<file path="src/rtl/pc_sequencer_pkg.sv">
// Shared definitions for the 4-bit CPU fetch path.
// Holds the pc/instruction widths, the sequencer FSM state encoding and
// convenience types used by pc_sequencer and pc_next_4b.
package pc_sequencer_pkg;

  localparam int PC_W    = 4;
  localparam int INSTR_W = 8;

  typedef logic [PC_W-1:0]    pc_t;
  typedef logic [INSTR_W-1:0] instr_t;

  typedef enum logic [1:0] {
    S_IDLE  = 2'd0,
    S_FETCH = 2'd1,
    S_EXEC  = 2'd2,
    S_HALT  = 2'd3
  } state_e;

endpackage

</file>
<file path="src/rtl/pc_next_4b.sv">
// Combinational next-pc selector for the fetch sequencer.
// Ports: pc_i/target_i (current pc, jump destination), jmp_i/jz_i/zero_i
// (branch controls), pc_next_o (selected next pc), wrap_o (increment carry-out).
module pc_next_4b
  import pc_sequencer_pkg::*;
(
  input  logic [PC_W-1:0] pc_i,
  input  logic [PC_W-1:0] target_i,
  input  logic            jmp_i,
  input  logic            jz_i,
  input  logic            zero_i,
  output logic [PC_W-1:0] pc_next_o,
  output logic            wrap_o
);

  logic          take_jump;
  logic [PC_W:0] inc;

  assign take_jump = jmp_i | (jz_i & zero_i);
  assign inc       = {1'b0, pc_i} + (PC_W + 1)'(1);

  assign pc_next_o = take_jump ? target_i : inc[PC_W-1:0];
  // Carry only counts when the increment path is the one taken, so a jump
  // from 15 to 0 never reports a wrap.
  assign wrap_o    = ~take_jump & inc[PC_W];

endmodule

</file>
<file path="src/rtl/pc_sequencer.sv">
// Program counter and fetch sequencer: drives the instruction-store select
// bus, captures the returned word in FETCH and strobes it valid in EXEC.
// Ports: clk_i/rst_i, run_i/step_i/halt_req_i mode controls, jmp_i/jz_i/
// zero_i/target_i branch controls, instr_in_i store data; sel3_o..sel0_o pc,
// instr_o/instr_valid_o to decode, halted_o, wrap_o.
module pc_sequencer
  import pc_sequencer_pkg::*;
(
  input  logic               clk_i,
  input  logic               rst_i,
  input  logic               run_i,
  input  logic               step_i,
  input  logic               halt_req_i,
  input  logic               jmp_i,
  input  logic               jz_i,
  input  logic               zero_i,
  input  logic [PC_W-1:0]    target_i,
  input  logic [INSTR_W-1:0] instr_in_i,
  output logic               sel3_o,
  output logic               sel2_o,
  output logic               sel1_o,
  output logic               sel0_o,
  output logic [INSTR_W-1:0] instr_o,
  output logic               instr_valid_o,
  output logic               halted_o,
  output logic               wrap_o
);

  state_e state_q, state_d;
  pc_t    pc_q, pc_d;
  instr_t instr_q, instr_d;
  logic   valid_q, valid_d;
  logic   halted_q, halted_d;
  logic   wrap_q, wrap_d;
  logic   step_q;
  logic   step_fire;

  pc_t    pc_nxt;
  logic   pc_wrap;

  pc_next_4b u_pc_next (
    .pc_i      (pc_q),
    .target_i  (target_i),
    .jmp_i     (jmp_i),
    .jz_i      (jz_i),
    .zero_i    (zero_i),
    .pc_next_o (pc_nxt),
    .wrap_o    (pc_wrap)
  );

  // A held step only counts on its rising edge, so it triggers once per
  // IDLE visit; an edge seen outside IDLE is simply dropped.
  assign step_fire = step_i & ~step_q;

  always_comb begin
    state_d = state_q;
    pc_d    = pc_q;
    instr_d = instr_q;
    wrap_d  = 1'b0;
    unique case (state_q)
      S_IDLE: begin
        if (run_i || step_fire) state_d = S_FETCH;
      end
      S_FETCH: begin
        instr_d = instr_in_i;
        state_d = S_EXEC;
      end
      S_EXEC: begin
        if (halt_req_i) begin
          state_d = S_HALT;
        end else begin
          pc_d    = pc_nxt;
          wrap_d  = pc_wrap;
          state_d = run_i ? S_FETCH : S_IDLE;
        end
      end
      S_HALT: begin
        state_d = S_HALT;
      end
      default: begin
        state_d = S_IDLE;
      end
    endcase
    // Status outputs are registered off the next state so they line up
    // exactly with the EXEC/HALT cycles.
    valid_d  = (state_d == S_EXEC);
    halted_d = (state_d == S_HALT);
  end

  always_ff @(posedge clk_i or posedge rst_i) begin
    if (rst_i) begin
      state_q  <= S_IDLE;
      pc_q     <= '0;
      instr_q  <= '0;
      valid_q  <= 1'b0;
      halted_q <= 1'b0;
      wrap_q   <= 1'b0;
      step_q   <= 1'b0;
    end else begin
      state_q  <= state_d;
      pc_q     <= pc_d;
      instr_q  <= instr_d;
      valid_q  <= valid_d;
      halted_q <= halted_d;
      wrap_q   <= wrap_d;
      step_q   <= step_i;
    end
  end

  // Select lines come straight off the pc flops to keep the store path short.
  assign sel3_o        = pc_q[3];
  assign sel2_o        = pc_q[2];
  assign sel1_o        = pc_q[1];
  assign sel0_o        = pc_q[0];
  assign instr_o       = instr_q;
  assign instr_valid_o = valid_q;
  assign halted_o      = halted_q;
  assign wrap_o        = wrap_q;

endmodule

</file>
<file path="config.mk">
export PLATFORM = sky130hd
export DESIGN_NAME = pc_sequencer
export DESIGN_NICKNAME = d
export VERILOG_FILES = /design/src/rtl/pc_sequencer_pkg.sv /design/src/rtl/pc_next_4b.sv /design/src/rtl/pc_sequencer.sv
export SDC_FILE = /design/constraint.sdc
export NUM_CORES = 1
export LEC_CHECK = 0
export BUFFER_PORTS_ARGS = -buffer_cell sky130_fd_sc_hd__buf_4
export CORE_UTILIZATION = 50
export CTS_BUF_LIST = sky130_fd_sc_hd__clkbuf_4 sky130_fd_sc_hd__clkbuf_8
export CTS_CLUSTER_DIAMETER = 150
export DETAILED_ROUTE_END_ITERATION = 7
export PLACE_DENSITY = 0.91
export SYNTH_ARGS = -nofsm -noshare
export SYNTH_HDL_FRONTEND = slang
export SYNTH_SLANG_ARGS = --single-unit
</file>
<file path="constraint.sdc">
create_clock -name clk_i -period 4.3 [get_ports clk_i]
set_input_delay 0.645 -clock clk_i [delete_from_list [all_inputs] [get_ports clk_i]]
set_output_delay 0.645 -clock clk_i [all_outputs]
set_load 0.01 [all_outputs]
</file>
==> impl_metrics.py, run 1 <==
metrics = {
    "global_routing": {
        "grt_pass1_vias": 515,
        "track_usage": 0.205,
        "grt.overflow.total": 0,
        "grt_max_degree": 19,
        "antenna_found_initial": 0,
        "grt_pass1_wl_mm": 2.18,
    },
    "synth": {
        "synth_compound_area_frac": 0.107,
        "avgSynthCellArea_um2": 13.2,
        "synth_nets": 79,
        "syn-cell-area_um2": 763,
        "synth_cell_types": 24,
        "synthXorXnorAreaFrac": 0,
        "syn_inst": 58,
        "yosys_warnings": 0,
        "synth_top_family_by_area": "multiplexers",
        "synth_fa_ha_area_frac": 0.0164,
        "muxShareOfSynthArea": 0.159,
        "ys_seq_area_frac": 0.590,
        "synth-simple-area-share": 0.0869,
        "synth_seq_cells": 18,
    },
    "floorplanning": {
        "start_util": 0.559,
        "coreArea_um2": 1370,
        "die_area_um2": 1690,
        "io_pins": 35,
        "die_y_um": 41.1,
        "dieWidth_um": 41.1,
        "row_count": 13,
    },
    "critical_path": {
        "path_class": "reg -> out",
        "worstPathCellList": "buf_4",
        "worstPathMaxFanout": 6,
        "crit_path_end_kind": "primary output",
        "worst_path_max_delay_cell": "dfrtp_1",
        "cpPeakStageDelay_ns": 0.46,
        "path_buf_inv": 1,
        "cp.arrival_ns": 0.92,
        "start_kind": "flop",
        "crit_required_ns": 3.65,
        "cp_top_family": "flip-flops",
    },
    "run": {
        "cap_violations": 0,
    },
    "timing": {
        "fin_ws_ns": 2.73,
        "rsz0062_at_grt": "no",
        "worst_clock_skew_ns": 0.00327,
        "fin_crit_sh": 0.364,
        "holdWs_ns": 0.441,
        "layout_min_cycle_time_ns": 1.57,
        "hold_viol": 0,
        "max_freq_mhz": 638,
        "setup_tns_ns": 0,
        "slew_headroom": 0.562,
        "slew_viol_final": 0,
        "worstMarginPinSlew_ns": 0.657,
        "final-setup-viol-count": 0,
    },
    "clocking": {
        "cts_tree": "done",
        "clock-sinks": 18,
        "clkTransAtPathRegs_ns": 0.09,
        "cts_buffers": 3,
        "clk-insertion-delay-late_ns": 0.29,
        "h-tree-depth": 1,
        "cts_max_path_buffers": 2,
        "postCtsSetupRepairBufs": 0,
        "holdBufCountCts": 0,
        "postCtsResizedCells": 0,
        "ctsRootBufferMaster": "clkbuf_4",
    },
    "power": {
        "p_leak_uw": 0.000503,
        "power.density_nw_per_um2": 525,
        "vdd_ir_drop_max_mv": 0.295,
    },
    "detailed_routing": {
        "first_pass_iters": 4,
        "drtAntennaViolNets": 0,
        "drc": 0,
        "drt_iter0_markers": 13,
        "wl_per_cell_um": 13.1,
        "wl_mm": 1.42,
        "via_count": 586,
        "viasPerCell": 5.43,
    },
    "worst_hold_path": {
        "hold_class": "in -> async",
    },
    "place": {
        "dp_slack_ns": 2.50,
        "hpwl_mm": 1.11,
        "portBuffers": 34,
        "place_congestion": 0.593,
    },
    "finish": {
        "multiInputGateArea_um2": 282,
        "area_growth_syn_to_layout_pct": 36.7,
        "nets": 116,
        "n_antenna_cell": 0,
        "regArea_um2": 450,
        "fillCellCount": 103,
        "drive_above_1_share": 0.548,
    },
    "status": {
        "status": "complete, no violations",
    },
}
## synth_stat cells
master / n / area, um2
dfrtp_1: 18 / 450
mux2_2: 9 / 101
inv_1: 4 / 15.0
a21oi_1: 3 / 15.0
nand2_1: 3 / 11.3
mux2i_1: 2 / 20.0
o22a_2: 2 / 20.0
a21o_2: 1 / 8.76
a21oi_2: 1 / 8.76
a221o_1: 1 / 10.0
and2b_2: 1 / 8.76
and4b_1: 1 / 10.0
buf_2: 1 / 5.00
buf_6: 1 / 11.3
ha_1: 1 / 12.5
nand2b_1: 1 / 6.26
nand3_1: 1 / 5.00
nor2_1: 1 / 3.75
nor3_1: 1 / 5.00
nor3b_1: 1 / 7.51
o21a_1: 1 / 7.51
o21ai_0: 1 / 5.00
o22ai_1: 1 / 6.26
or3b_1: 1 / 8.76
## worst reg2reg max path: cells and delay by family (launching register included)
family	cells	cell delay [ns]
and+or+nand+nor	1	0.55
DFF	1	0.42
AOI/OAI and AO/OA	1	0.40
## through the flow
step	power, uW	instance area (um2)	instances	utilization
final	548	1040	108	0.764
after global routing	586	1040	108	0.764
after CTS	553	1040	108	0.764
after detailed placement	475	1020	105	0.747
after global placement	464	1020	105	0.747
after floorplan	356	763	58	-
## sequential cells by signal, summed over array words and instances, names as in the netlist
name	cells
instr_valid_o	1
state_q	2
step_q	1
wrap_o	1
halted_o	1
instr_o	8
pc_q	4
## kinds of logic after synthesis
| group | after synthesis |
|---|---|
| flops | 18 |
| compound gates | 11 |
| mux | 11 |
| simple gates | 11 |
| buf+inv | 6 |
| fa+ha+maj | 1 |
## per-layer routing
| layer | up-vias | part of all wire | global-route usage |
|---|---|---|---|
| met3 | 4 | 0.045 | 0.0326 |
| li1 | 275 | - | - |
| met1 | 288 | 0.41 | 0.250 |
| met5 | - | 0 | 0 |
| met2 | 19 | 0.53 | 0.336 |
| met4 | 0 | 0.020 | 0.125 |
## worst paths after layout
| kind | from | slack (ns) | end | depth (start not counted) |
|---|---|---|---|---|
| setup / recovery | pc_q[0] | 2.73 | sel0_o | 1 |
| hold / removal | rst_i | 0.44 | instr_o[2] | 2 |
| setup reg to reg | state_q[0] | 2.83 | pc_q[0] | 2 |
| hold reg to reg | instr_o[2] | 0.52 | instr_o[2] | 1 |
| max in group asynchronous | rst_i | 3.44 | pc_q[2] | 2 |
| min in group clk_i | step_i | 0.47 | step_q | 1 |
## layout make-up
class	instances	share of cell area
repair buffers	34	0.245
flip-flops and latches	18	0.432
multi-input cells	34	0.270
inverters	4	0.0144
well taps	15	0.0180
clock buffers	3	0.0216
## layout by cell type, fill, tap and decap left out, types with 2 or more instances in the layout
master	count
mux2i_1	2
a21oi_1	3
dfrtp_1	18
o22a_2	2
clkbuf_4	3
mux2_2	9
inv_1	4
buf_4	34
nand2_1	3
## power breakdown
| part | switching (uW) | total (uW) | internal (uW) | leakage [uW] |
|---|---|---|---|---|
| registers | 42.4 | 267 | 224 | 0.000209 |
| logic | 77.2 | 201 | 124 | 0.000280 |
| clock network | 48.2 | 80.8 | 32.6 | 0.0000138 |
Note: power is estimated with default switching activity, not from simulation.
==> run 2: changes to the inputs <==
- CORE_UTILIZATION: 50 -> 47
- PLACE_DENSITY: 0.91 -> 0.86
- clock period: 4.3 -> 1.5 ns (I/O delays scaled with it)
==> run 2 against run 1 <==
Compared with the run above:
- sequential power grew to 2.8 times the previous value
- final cell count grew 5.6%
- clock power grew to 3.8 times the previous value
- sequential share of layout area shrank 1.8 points
- design area grew 4.3%
==> impl_metrics.py, run 2 (synthesis results as in run 1) <==
metrics = {
    "place": {
        "post_dp_cell_area_um2": 1050,
        "place_congestion": 0.809,
        "portBuffers": 34,
        "hpwl_mm": 1.17,
    },
    "worst_hold_path": {
        "hold_class": "in -> async",
    },
    "detailed_routing": {
        "drc": 0,
        "wl_mm": 1.47,
        "via_count": 595,
        "drtAntennaViolNets": 0,
        "first_pass_iters": 4,
        "viasPerCell": 5.22,
        "drt_iter0_markers": 12,
        "wl_per_cell_um": 12.9,
    },
    "clocking": {
        "clkTransAtPathRegs_ns": 0.10,
        "cts_buffers": 3,
        "postCtsResizedCells": 0,
        "h-tree-depth": 1,
        "postCtsSetupRepairBufs": 0,
        "clock-sinks": 18,
        "clk-insertion-delay-late_ns": 0.30,
        "ctsRootBufferMaster": "clkbuf_4",
        "cts_tree": "done",
        "holdBufCountCts": 0,
        "cts_max_path_buffers": 2,
    },
    "timing": {
        "hold_viol": 0,
        "setup_tns_ns": 0,
        "fin_crit_sh": 0.908,
        "slew_headroom": 0.570,
        "slew_viol_final": 0,
        "worstMarginPinSlew_ns": 0.644,
        "max_freq_mhz": 734,
        "final-setup-viol-count": 0,
        "rsz0062_at_grt": "no",
        "worst_clock_skew_ns": 0.00101,
        "layout_min_cycle_time_ns": 1.36,
    },
    "global_routing": {
        "grt_max_degree": 19,
        "grt_pass1_vias": 572,
        "track_usage": 0.187,
        "grt_pass1_wl_mm": 2.42,
        "antenna_found_initial": 0,
        "grt.overflow.total": 0,
    },
    "status": {
        "status": "complete, no violations",
    },
    "critical_path": {
        "cp.arrival_ns": 1.61,
        "path_class": "reg -> reg",
        "start_kind": "flop",
        "worstPathMaxFanout": 5,
        "crit_path_end_kind": "flop",
        "crit_required_ns": 1.74,
    },
    "power": {
        "p_sw_frac": 0.301,
        "switching_power_uw": 494,
        "p_leak_uw": 0.000528,
        "power.density_nw_per_um2": 1510,
        "clkPwrFrac": 0.186,
        "p_int_uw": 1150,
        "p_comb_frac": 0.352,
        "vdd_ir_drop_max_mv": 0.921,
        "power_frac_seq": 0.462,
    },
    "finish": {
        "area_growth_syn_to_layout_pct": 42.6,
        "largest_reg_flops": 8,
        "drive_above_1_share": 0.571,
        "nets": 120,
        "most-common-layout-cells": "buf_4 (38), dfrtp_1 (18), mux2_2 (9)",
        "n_antenna_cell": 0,
        "final_common_cell": "buf_4",
        "fin_area_um2": 1090,
    },
    "floorplanning": {
        "coreArea_um2": 1510,
        "row_count": 14,
        "die_y_um": 42.3,
        "die_area_um2": 1790,
        "start_util": 0.507,
        "dieWidth_um": 42.3,
        "io_pins": 35,
    },
    "run": {
        "cap_violations": 0,
    },
}
==> run 2: path summary, 6_finish.rpt <==
path                            start  slack, ns         end  depth (start not counted)
setup / recovery           state_q[0]       0.14     pc_q[0]                          4
hold / removal                  rst_i      0.004  instr_o[0]                          2
setup reg to reg           state_q[0]       0.14     pc_q[0]                          4
hold reg to reg            instr_o[1]       0.52  instr_o[1]                          1
max in group asynchronous       rst_i       1.09     pc_q[2]                          2
min in group clk_i             step_i       0.04      step_q                          1
==> run 2: cell type report <==
type,count,area (um2)
fillers,117,418
multi-input cells,34,282
clock buffers,4,36.3
flip-flops and latches,18,450
repair buffers,38,285
inverters,4,15.0
well taps,16,20.0
==> run 2: worst max-delay path, cell delays in order (launching register included) <==
cell and delay, ns:
dfrtp_1 0.40, or3b_1 0.42, buf_4 0.17, nor3b_1 0.18
a221o_1 0.14
==> run 2: routing by layer <==
metal	global-route usage	vias up	part of all wire
met1	0.206	283	0.38
met4	0.131	0	0.023
li1	-	284	-
met2	0.326	24	0.53
met5	0	-	0
met3	0.0259	4	0.058
==> run 2: power groups by stage <==
| stage | logic (uW) | clock network [uW] | registers [uW] |
|---|---|---|---|
| 2_1_floorplan | 188 | 0 | 831 |
| 3_3_place_gp | 570 | 0 | 765 |
| 3_5_place_dp | 587 | 0 | 772 |
| 4_1_cts | 586 | 310 | 760 |
| 5_1_grt | 615 | 332 | 790 |
| 6_report | 578 | 304 | 758 |
==> run 2: per-stage QoR <==
stage          hold slack [ns]  setup WS, ns  utilization  std cells  power [uW]
6_report               0.00352         0.137        0.723        114        1640
5_1_grt                 0.0194        0.0681        0.723        114        1740
4_1_cts                 0.0288         0.143        0.723        114        1660
3_5_place_dp             0.346         0.139        0.699        110        1360
3_3_place_gp             0.345         0.217        0.699        110        1340
2_1_floorplan            0.164         0.122            -         58        1020
==> run 3: changes to the inputs <==
- SYNTH_HIERARCHICAL: unset -> 1
==> run 3 against run 2 <==
Compared with the run above:
- sequential share of layout area is 0.75 points lower
- sequential power is 8.6% higher
- power increased by 17%
- largest power group unchanged
==> impl_metrics.py, run 3 <==
metrics = {
    "status": {
        "status": "complete, no violations",
    },
    "power": {
        "p_leak_uw": 0.000542,
        "clkPwrFrac": 0.156,
        "p_comb_frac": 0.414,
        "power_frac_seq": 0.431,
        "power.density_nw_per_um2": 1720,
        "p_int_uw": 1320,
        "p_sw_frac": 0.310,
        "switching_power_uw": 593,
        "vdd_ir_drop_max_mv": 0.980,
    },
    "detailed_routing": {
        "first_pass_iters": 2,
        "drt-met1-wl_um": 536,
        "drtAntennaViolNets": 0,
        "met2_length_um": 785,
        "wl_per_cell_um": 12.7,
        "route.met3.wl_um": 59,
        "drc": 0,
        "top_layer": "met4",
        "via_count": 563,
        "viasPerCell": 5.07,
        "drt_iter0_markers": 3,
        "wl_mm": 1.41,
    },
    "synth": {
        "synthXorXnorAreaFrac": 0.0224,
        "avgSynthCellArea_um2": 14.2,
        "yosysMostFrequentCell": "dfrtp_1",
        "synth_compound_area_frac": 0.0655,
        "synth_top_family_by_area": "multiplexers",
        "synth_fa_ha_area_frac": 0.0160,
        "ys_seq_area_frac": 0.575,
        "yosys_warnings": 6,
        "syn-cell-area_um2": 783,
        "synth_area_leader_cell": "dfrtp_1",
        "muxShareOfSynthArea": 0.204,
        "syn_inst": 55,
        "synth_common_cells": "dfrtp_1 (18), mux2_2 (12), inv_1 (4)",
        "synth_edf_count": 0,
        "synthArstFlopShare": 1.00,
        "ys.flop_type": "dfrtp_1",
        "synth_cell_types": 20,
        "synth_top_cell_area_share": 0.575,
        "synth.area.top_cells": "dfrtp_1 (58%), mux2_2 (17%), nor3b_4 (2.4%)",
        "synth_seq_cells": 18,
        "synth_nets": 76,
        "synth-simple-area-share": 0.0831,
    },
    "critical_path": {
        "path_class": "reg -> reg",
        "crit_path_end_kind": "flop",
        "worstPathMaxFanout": 5,
        "crit_required_ns": 1.69,
        "start_kind": "flop",
        "cp.arrival_ns": 1.54,
        "reg2reg_setup_slack_ns": 0.15,
    },
    "place": {
        "portBuffers": 34,
        "placedCellCount": 106,
        "post_dp_cell_area_um2": 1060,
        "place_congestion": 0.815,
        "hpwl_mm": 1.10,
    },
    "finish": {
        "fillCellCount": 101,
        "fin_area_um2": 1110,
        "area_growth_syn_to_layout_pct": 41.5,
        "most-common-layout-cells": "buf_4 (36), dfrtp_1 (18), mux2_2 (12)",
        "largest_reg_flops": 8,
        "nets": 117,
        "final_common_cell": "buf_4",
        "drive_above_1_share": 0.611,
        "post-route-util": 0.727,
        "n_antenna_cell": 0,
        "finalNonFillerCells": 111,
    },
    "timing": {
        "slew_viol_final": 0,
        "worst_clock_skew_ns": 0.00168,
        "final-setup-viol-count": 0,
        "slew_headroom": 0.719,
        "layout_min_cycle_time_ns": 1.35,
        "max_freq_mhz": 739,
        "hold_viol": 0,
        "fin_crit_sh": 0.902,
        "worstMarginPinSlew_ns": 0.421,
        "setup_tns_ns": 0,
        "rsz0062_at_grt": "no",
    },
    "clocking": {
        "ctsRootBufferMaster": "clkbuf_4",
        "postCtsSetupRepairBufs": 0,
        "cts_max_path_buffers": 2,
        "cts_buffers": 3,
        "clk-insertion-delay-late_ns": 0.29,
        "clkTransAtPathRegs_ns": 0.10,
        "postCtsResizedCells": 0,
        "h-tree-depth": 1,
        "clock-sinks": 18,
        "cts_tree": "done",
    },
    "worst_hold_path": {
        "hold_class": "in -> reg",
    },
    "floorplanning": {
        "io_pins": 35,
        "row_count": 14,
        "die_area_um2": 1830,
        "start_util": 0.514,
        "die_y_um": 42.8,
        "dieWidth_um": 42.8,
        "coreArea_um2": 1520,
    },
    "global_routing": {
        "grt_pass1_wl_mm": 2.34,
        "grt_pass1_vias": 559,
        "grt_max_degree": 19,
        "grt.overflow.total": 0,
        "antenna_found_initial": 0,
        "track_usage": 0.180,
    },
    "run": {
        "cap_violations": 0,
    },
}
-- run 3: final timing paths --
| path | startpoint | end | depth (start not counted) |
|---|---|---|---|
| setup / recovery | pc_q[0] | pc_q[1] | 3 |
| hold / removal | step_i | step_q | 1 |
| setup reg to reg | pc_q[0] | pc_q[1] | 3 |
| hold reg to reg | instr_o[0] | instr_o[0] | 1 |
| max in group asynchronous | rst_i | step_q | 4 |
| min in group asynchronous | rst_i | state_q[1] | 4 |
-- run 3: routing by layer --
layer	vias to the layer above	global-route usage
met2	12	0.300
met4	0	0.0938
met3	5	0.0638
met1	274	0.201
met5	-	0
li1	272	-
-- run 3: repair_timing --
| item | 4_1_cts | 5_1_grt |
|---|---|---|
| endpoints found under the setup margin | 0 | 0 |
| hold buffers | 1 | 0 |
| endpoints found under the hold margin | 18 | 0 |
-- run 3: cells by family (layout without fill, tap and decap cells) --
logic type	count (synthesis)	after routing
DFF	18	18
muxes	14	14
and+or+nand+nor	9	9
AOI/OAI and AO/OA	6	6
buffers and inverters	5	45
xor gates and xnor gates	2	2
adders and majority gates	1	1
-- run 3: critical path: stages, from the launching register on --
cell and delay (ns):
dfrtp_1 0.43, ha_1 0.30, mux2_4 0.25, mux2_2 0.26
-- run 3: cell type report --
type,count,area (um2),share of cell area
sequential,18,450,0.406
inverter,4,15.0,0.0135
timing repair buffer,37,280,0.253
multi-input combinational,32,307,0.277
tap,16,20.0,0.0181
clock buffer,4,36.3,0.0327
-- run 3: stage by stage --
| stage | total power, uW | setup slack, ns | hold slack [ns] |
|---|---|---|---|
| after global routing | 2020 | 0.117 | 0.0180 |
| after global placement | 1590 | 0.192 | 0.257 |
| after floorplan | 1240 | 0.160 | 0.164 |
| after CTS | 1930 | 0.141 | 0.0326 |
| final | 1910 | 0.147 | 0.0403 |
| after detailed placement | 1630 | 0.156 | 0.270 |
-- run 3: power by group through the flow --
stage          Sequential, uW  Combinational (uW)  Clock, uW
6_report                  823                 790        298
5_1_grt                   847                 849        326
4_1_cts                   824                 801        304
3_5_place_dp              834                 795          0
3_3_place_gp              821                 771          0
2_1_floorplan             902                 342          0
